--- config.mk ---
export PLATFORM = sky130hd
export DESIGN_NAME = mmio_stream_port
export DESIGN_NICKNAME = d
export VERILOG_FILES = /design/src/rtl/mmio_stream_port.sv
export SDC_FILE = /design/constraint.sdc
export NUM_CORES = 1
export LEC_CHECK = 0
export BUFFER_PORTS_ARGS = -buffer_cell sky130_fd_sc_hd__buf_4
export CAP_MARGIN = 20
export CORE_MARGIN = 2
export CORE_UTILIZATION = 30
export CTS_CLUSTER_DIAMETER = 150
export DETAILED_ROUTE_END_ITERATION = 8
export PLACE_DENSITY_LB_ADDON = 0.3
export SYNTH_ARGS = -nofsm -noshare
export SYNTH_HDL_FRONTEND = slang
export SYNTH_SLANG_ARGS = --single-unit
export TNS_END_PERCENT = 50
--- constraint.sdc ---
create_clock -name clk -period 9.9 [get_ports clk]
set_input_delay 2.97 -clock clk [delete_from_list [all_inputs] [get_ports clk]]
set_output_delay 2.97 -clock clk [all_outputs]
set_load 0.01 [all_outputs]
--- src/rtl/mmio_stream_port.sv ---
// mmio_stream_port
//   Device-side endpoint of one MMIO port slot. CPU writes are queued in a TX
//   FIFO and drained over a valid/ready stream; words arriving on an input
//   valid/ready stream are queued in an RX FIFO and popped by CPU reads.
//
// Ports
//   clk, rst            system clock, asynchronous active-high reset
//   port_wdata/wctrl    CPU data and control words, qualified by port_inform_write
//   port_inform_write   one-cycle pulse: CPU wrote the port
//   port_inform_read    one-cycle pulse: CPU read the port (pops RX head)
//   port_rdata          RX head word, 0 when RX is empty
//   port_status         {rx_ne, tx_full, rx_ovf, tx_ovf, 4'b0, rx_count, tx_count}
//   tx_valid/data/ready outbound stream fed by the TX FIFO
//   rx_valid/data/ready inbound stream feeding the RX FIFO
module mmio_stream_port #(
    parameter int DEPTH = 8
) (
    input  logic        clk,
    input  logic        rst,
    input  logic [15:0] port_wdata,
    input  logic [15:0] port_wctrl,
    input  logic        port_inform_write,
    input  logic        port_inform_read,
    output logic [15:0] port_rdata,
    output logic [15:0] port_status,
    output logic        tx_valid,
    output logic [15:0] tx_data,
    input  logic        tx_ready,
    input  logic        rx_valid,
    input  logic [15:0] rx_data,
    output logic        rx_ready
);

    localparam int         PTR_W   = (DEPTH > 1) ? $clog2(DEPTH) : 1;
    localparam logic [3:0] DEPTH_C = 4'(DEPTH);

    logic [15:0]      tx_mem_q [DEPTH];
    logic [15:0]      rx_mem_q [DEPTH];
    logic [PTR_W-1:0] tx_wp_q, tx_wp_d, tx_rp_q, tx_rp_d;
    logic [PTR_W-1:0] rx_wp_q, rx_wp_d, rx_rp_q, rx_rp_d;
    logic [3:0]       tx_cnt_q, tx_cnt_d, rx_cnt_q, rx_cnt_d;
    logic             tx_ovf_q, tx_ovf_d;

    logic is_cmd, flush_tx, flush_rx, clr_flags, push_req;
    logic tx_full, tx_pop, tx_push, tx_ovf_set;
    logic rx_empty, rx_push, rx_pop;

    // Any of the low three control bits turns the write into a command;
    // command writes never push data.
    assign is_cmd    = port_inform_write & (|port_wctrl[2:0]);
    assign flush_tx  = is_cmd & port_wctrl[0];
    assign flush_rx  = is_cmd & port_wctrl[1];
    assign clr_flags = is_cmd & port_wctrl[2];
    assign push_req  = port_inform_write & ~is_cmd;

    assign tx_full    = (tx_cnt_q == DEPTH_C);
    assign tx_valid   = (tx_cnt_q != 4'd0);
    assign tx_pop     = tx_valid & tx_ready;
    // A full FIFO still accepts a word when the head leaves on the same edge.
    assign tx_push    = push_req & (~tx_full | tx_pop);
    assign tx_ovf_set = push_req & tx_full & ~tx_pop;

    assign rx_empty = (rx_cnt_q == 4'd0);
    assign rx_ready = (rx_cnt_q < DEPTH_C);
    assign rx_push  = rx_valid & rx_ready & ~flush_rx;
    assign rx_pop   = port_inform_read & ~rx_empty;

    assign tx_data    = tx_valid ? tx_mem_q[tx_rp_q] : 16'h0000;
    assign port_rdata = rx_empty ? 16'h0000 : rx_mem_q[rx_rp_q];

    // rx_ovf (bit 13) cannot be set while rx_ready gates every push; held at 0.
    assign port_status = {~rx_empty, tx_full, 1'b0, tx_ovf_q, 4'b0000, rx_cnt_q, tx_cnt_q};

    always_comb begin
        tx_wp_d  = tx_wp_q;
        tx_rp_d  = tx_rp_q;
        tx_cnt_d = tx_cnt_q;
        rx_wp_d  = rx_wp_q;
        rx_rp_d  = rx_rp_q;
        rx_cnt_d = rx_cnt_q;

        if (flush_tx) begin
            tx_wp_d  = '0;
            tx_rp_d  = '0;
            tx_cnt_d = 4'd0;
        end else begin
            if (tx_push) tx_wp_d = tx_wp_q + PTR_W'(1);
            if (tx_pop)  tx_rp_d = tx_rp_q + PTR_W'(1);
            tx_cnt_d = tx_cnt_q + 4'(tx_push) - 4'(tx_pop);
        end

        if (flush_rx) begin
            rx_wp_d  = '0;
            rx_rp_d  = '0;
            rx_cnt_d = 4'd0;
        end else begin
            if (rx_push) rx_wp_d = rx_wp_q + PTR_W'(1);
            if (rx_pop)  rx_rp_d = rx_rp_q + PTR_W'(1);
            rx_cnt_d = rx_cnt_q + 4'(rx_push) - 4'(rx_pop);
        end

        // A new overflow on the same edge as a clear leaves the flag set.
        tx_ovf_d = tx_ovf_set | (tx_ovf_q & ~clr_flags);
    end

    always_ff @(posedge clk or posedge rst) begin
        if (rst) begin
            tx_wp_q  <= '0;
            tx_rp_q  <= '0;
            tx_cnt_q <= 4'd0;
            rx_wp_q  <= '0;
            rx_rp_q  <= '0;
            rx_cnt_q <= 4'd0;
            tx_ovf_q <= 1'b0;
        end else begin
            tx_wp_q  <= tx_wp_d;
            tx_rp_q  <= tx_rp_d;
            tx_cnt_q <= tx_cnt_d;
            rx_wp_q  <= rx_wp_d;
            rx_rp_q  <= rx_rp_d;
            rx_cnt_q <= rx_cnt_d;
            tx_ovf_q <= tx_ovf_d;
        end
    end

    always_ff @(posedge clk or posedge rst) begin
        if (rst) begin
            for (int i = 0; i < DEPTH; i++) begin
                tx_mem_q[i] <= 16'h0000;
                rx_mem_q[i] <= 16'h0000;
            end
        end else begin
            if (tx_push) tx_mem_q[tx_wp_q] <= port_wdata;
            if (rx_push) rx_mem_q[rx_wp_q] <= rx_data;
        end
    end

endmodule

Word level (Yosys, flattened, before mapping)
Index checks and enable logic that the tools add are counted.

word-level totals
  memories kept = 0
  bits of input ports = 54
  latch bits = 0
  ROM bits = 0
  output and inout bits = 50
  logic and storage cells = 97
  register bits = 277
  memory bits (writable) = 0

operators by class
  add/sub/neg operators = 8
  shifts and indexed selects = 0
  mux-type cells = 24
  reduce and logical (&&, ||, !) cells = 9
  magnitude comparators = 7
  equality and inequality tests = 1
  $mul = 0
  bitwise logic cells = 25
  divide/modulo/power cells = 0

operator list
  operator                                                               count
  128-bit bitwise mux                                                    2
  16-bit 2-to-1 mux                                                      8
  16-bit binary-select mux with 3-bit select                             2
  16-bit demux with 3-bit select                                         2
  3-bit 2-to-1 mux                                                       8
  4-bit >= comparator (second input constant)                            4
  3-bit inverter with 4-bit output                                       4
  1-bit bitwise AND                                                      13
  3-bit by 1-bit adder with 3-bit output (second input constant)         4
  4-bit by 1-bit adder with 4-bit output                                 2
  4-bit by 1-bit < comparator with 1-bit output (second input constant)  2
  4-bit 2-to-1 mux                                                       2
  2-bit nonzero test                                                     4
  4-bit by 1-bit subtractor with 4-bit output                            2
  1-bit inverter                                                         6
  4-bit == test (second input constant)                                  1
  4-bit logical NOT                                                      1
  4-bit < comparator (second input constant)                             1
  4-bit nonzero test                                                     1
  3-bit OR reduction                                                     1
  1-bit logical AND                                                      2
  1-bit OR                                                               2

Logic depth before layout (Yosys ltp)
  depth after elaboration = 8
  mapped depth = 11
  gate-level depth less buffers = 10

Least setup slack after synthesis
No wires, ideal clock.

  path kind = register -> output
  start point = register rx_cnt_q[3]
  end point = output port_rdata[10]
  data arrival time = 2136 ps
  required time = 6930 ps
  path buffers = 2
  stages on the path, launching flop included = 9
  path slack = 4794 ps
  cells stage by stage = dfrtp_1 -> inv_1 -> ha_1 -> nor3b_1 -> inv_1 -> and2_1 -> clkbuf_1 -> clkbuf_1 -> a22o_1

between the ends
  cells in the longest elaborated chain, start to end = 2

RTL lines
  what                      RTL line  text
  start: declaration        41        logic [3:0] tx_cnt_q, tx_cnt_d, rx_cnt_q, rx_cnt_d;
  start signal: assignment  121       rx_cnt_q <= rx_cnt_d;
  4-bit logical NOT         63        assign rx_empty = (rx_cnt_q == 4'd0);
  16-bit 2-to-1 mux         69        assign port_rdata = rx_empty ? 16'h0000 : rx_mem_q[rx_rp_q];
  end: declaration          24        output logic [15:0] port_rdata,

Every way passes these cells.

Worst setup path in the final report
Ends and elaborated chain as after synthesis.

==> flow_summary.toml <==
[run_status]
status = "completed"

[cells_and_area]
insertedDiodeCount = 0
multi_input_area_sq_mm = 0.00566
drive_gt1_share_pct = 53.0
finalNetCount = 986
area_growth_syn_to_layout_pct = 19.2
seqCellArea_sq_mm = 0.00693
fillers = 3986
final_cell_mix = "dfrtp_1, mux2_2, buf_4"
final_util_pct = 36.4
final_common_cell = "dfrtp_1"

[floorplan]
start_util_pct = 30.5
fp-row-count = 75
die_w_um = 211
io-pin-count = 104
core_area_sq_mm = 0.0422
dieArea_sq_mm = 0.0447
chipHeight_um = 211

[sta]
rsz0062_at_grt = "false"
layout_min_cycle_time_ns = 6.05
fmax_mhz = 165
hold_viol_final = 0
worst_pin_slew_ns = 0.961
tns_ns = 0
fin_worst_skew_ns = 0.0148
fin_ws_ns = 3.85
layout_worst_path_cycle_share_pct = 61.1
holdWs_ns = 0.481
slew_viol_final = 0
setup_violations = 0
max-slew-margin-rel_pct = 35.9

[worst_setup_path]
critPathKind = "reg -> out"
max_stage_delay_ns = 0.67
worstPathCellList = "inv_1, ha_1, nor3b_1, inv_1, and2_1, a22o_1, buf_4"
timing.critical_path.buf_inv = 3
r2r_cells = 9
slowest_stage = "nor3b_1"
crit_arrival_ns = 3.08
critPathRequiredTime_ns = 6.93
rrSetupSlack_ns = 7.00
worstPathMaxFanout = 16
end_kind = "primary output"
crit_top_cell = "inv_1"
worstReg2RegEnd = "tx_cnt_q[1]$_DFF_PP0_"
path_delay_family = "simple AND/OR/NAND/NOR gates"
r2r_start = "tx_cnt_q[2]$_DFF_PP0_"
critPathLaunchType = "flip-flop"

[global_routing]
grt_usage_pct = 13.5
grt_max_degree = 150
grt_pass1_wl_um = 46600
grt_pass1_vias = 7792
antenna_found_initial = 0
grt_overflow = 0

[min_path]
hold_depth = 1
min_to = "tx_mem_q[0]$_DFFE_PP0P_"
hold_class = "reg -> reg"
hold_path.startpoint = "tx_mem_q[0]$_DFFE_PP0P_"

[routing]
wirelength_um = 28900
routedWlPerCell_um = 19.6
vias = 7264
antenna_left = 0
drc_errors = 0
initialDrtViolationCount = 357
drt-pass1-iter-count = 4
viasPerCell = 4.92

[synthesis]
synthFlopType = "dfrtp_1"
async_flop_share_pct = 100
syn_inst = 820
syn_avg_cell_area_sq_um = 15.7
synthDistinctLibCells = 47
synth_enable_flop_cells = 0
ys_seq_area_share_pct = 53.8
synth.ff_latch_count = 277
syn_area_sq_mm = 0.0129
synth_warnings = 0

[clock_tree]
clk_latency_ns = 0.52
cts_max_level = 2
cts.sinks = 277
cts_root_buf = "clkbuf_16"
cts_tree = "done"
clockBufferDepth = 3
numCtsBuffers = 34
cts_setup_buffers = 0
cts_hold_buf = 0
cts.repair.resized = 0
clk_pin_slew_ns = 0.06

[place]
gp_congestion = 0.712
dp_hpwl_um = 17300
io_buffers = 85
place_ws_ns = 4.33

[job]
maxCapViolations = 0

[power_and_ir_drop]
power_density_mw_per_mm2 = 282
leakage_nw = 7.15
ir_drop_v = 0.000126
## per-layer routing
metal	vias up	global-route usage, %	part of all wire (%)
li1	3260	-	-
met1	3863	17.1	44
met2	106	23.3	50
met3	35	3.06	4.2
met4	0	3.28	1.6
met5	-	0	0
## area by class of cell
| class | instances | area share (%) |
|---|---|---|
| Clock buffer | 54 | 7.09 |
| Timing Repair Buffer | 109 | 5.41 |
| Multi-Input combinational cell | 473 | 36.9 |
| Clock inverter | 4 | 0.619 |
| Sequential cell | 277 | 45.1 |
| Tap cell | 539 | 4.39 |
| Inverter | 20 | 0.513 |
## logic make-up (layout without fill, tap and decap cells)
kind of cell | after synthesis | after routing | share of synthesized area [%]
mux | 325 | 325 | 34.2
compound gates | 60 | 60 | 4.05
flops | 277 | 277 | 53.8
other cells | 1 | 5 | 0.0291
fa+ha+maj | 17 | 17 | 1.77
xor+xnor | 4 | 4 | 0.272
simple gates | 62 | 62 | 3.14
buf+inv | 74 | 187 | 2.77
## sequential cells by signal, indices dropped and copies added, names as in the netlist
register  cells
tx_mem_q    128
rx_rp_q       3
tx_wp_q       3
rx_cnt_q      4
tx_ovf_q      1
tx_cnt_q      4
tx_rp_q       3
rx_wp_q       3
rx_mem_q    128
## worst register-to-register path, cell delays in order (launching register included)
cell     delay (ns)
dfrtp_1        0.38
inv_1          0.11
ha_1           0.14
or3b_2         0.57
o21ai_0        0.49
ha_1           0.33
inv_1          0.06
ha_1           0.17
fa_1           0.41
and2_1         0.14
## where the power goes
group	total [W]	internal [W]	switching [W]
combinational	0.00142	0.000801	0.000619
sequential	0.00162	0.00144	0.000176
clock	0.00130	0.000828	0.000469
## metrics by stage
stage                     total power (W)  cells  area, sq um
after floorplan                   0.00258    824        12900
final                             0.00434   1476        15400
after detailed placement          0.00309   1418        14200
after global placement            0.00306   1418        14200
after CTS                         0.00442   1476        15400
after global routing              0.00461   1476        15400
## how the worst max path moves through the flow
stage,slack (ns),end,start,cells after the start
floorplan,3.26,rx_cnt_q[0]$_DFF_PP0_,rst,1
global placement,4.38,port_rdata[12],rx_cnt_q[3]$_DFF_PP0_,7
finish,3.85,port_rdata[10],rx_cnt_q[3]$_DFF_PP0_,7
global route,3.62,port_rdata[9],rx_cnt_q[3]$_DFF_PP0_,7
detailed placement,4.33,port_rdata[12],rx_cnt_q[3]$_DFF_PP0_,7
CTS,3.77,port_rdata[12],rx_cnt_q[3]$_DFF_PP0_,7
## synthesized netlist by cell type, types with 3 or more instances
master	count	area share [%]
nor2_1	10	0.29
xnor2_1	3	0.20
a21oi_1	9	0.35
and2_1	8	0.39
a22o_1	32	2.2
mux4_2	64	11
buf_1	6	0.17
mux2i_1	5	0.39
mux2_2	244	21
nor4b_2	3	0.35
ha_1	15	1.5
mux2_4	10	1.2
inv_1	20	0.58
buf_6	3	0.26
o21ai_0	5	0.19
o2111ai_2	4	0.47
buf_4	9	0.52
nand2_1	13	0.38
nor2b_1	5	0.24
clkbuf_1	18	0.52
nand2b_1	4	0.19
buf_2	18	0.70
nand4_1	3	0.15
dfrtp_1	277	54
Note: power is estimated with default switching activity, not from simulation.
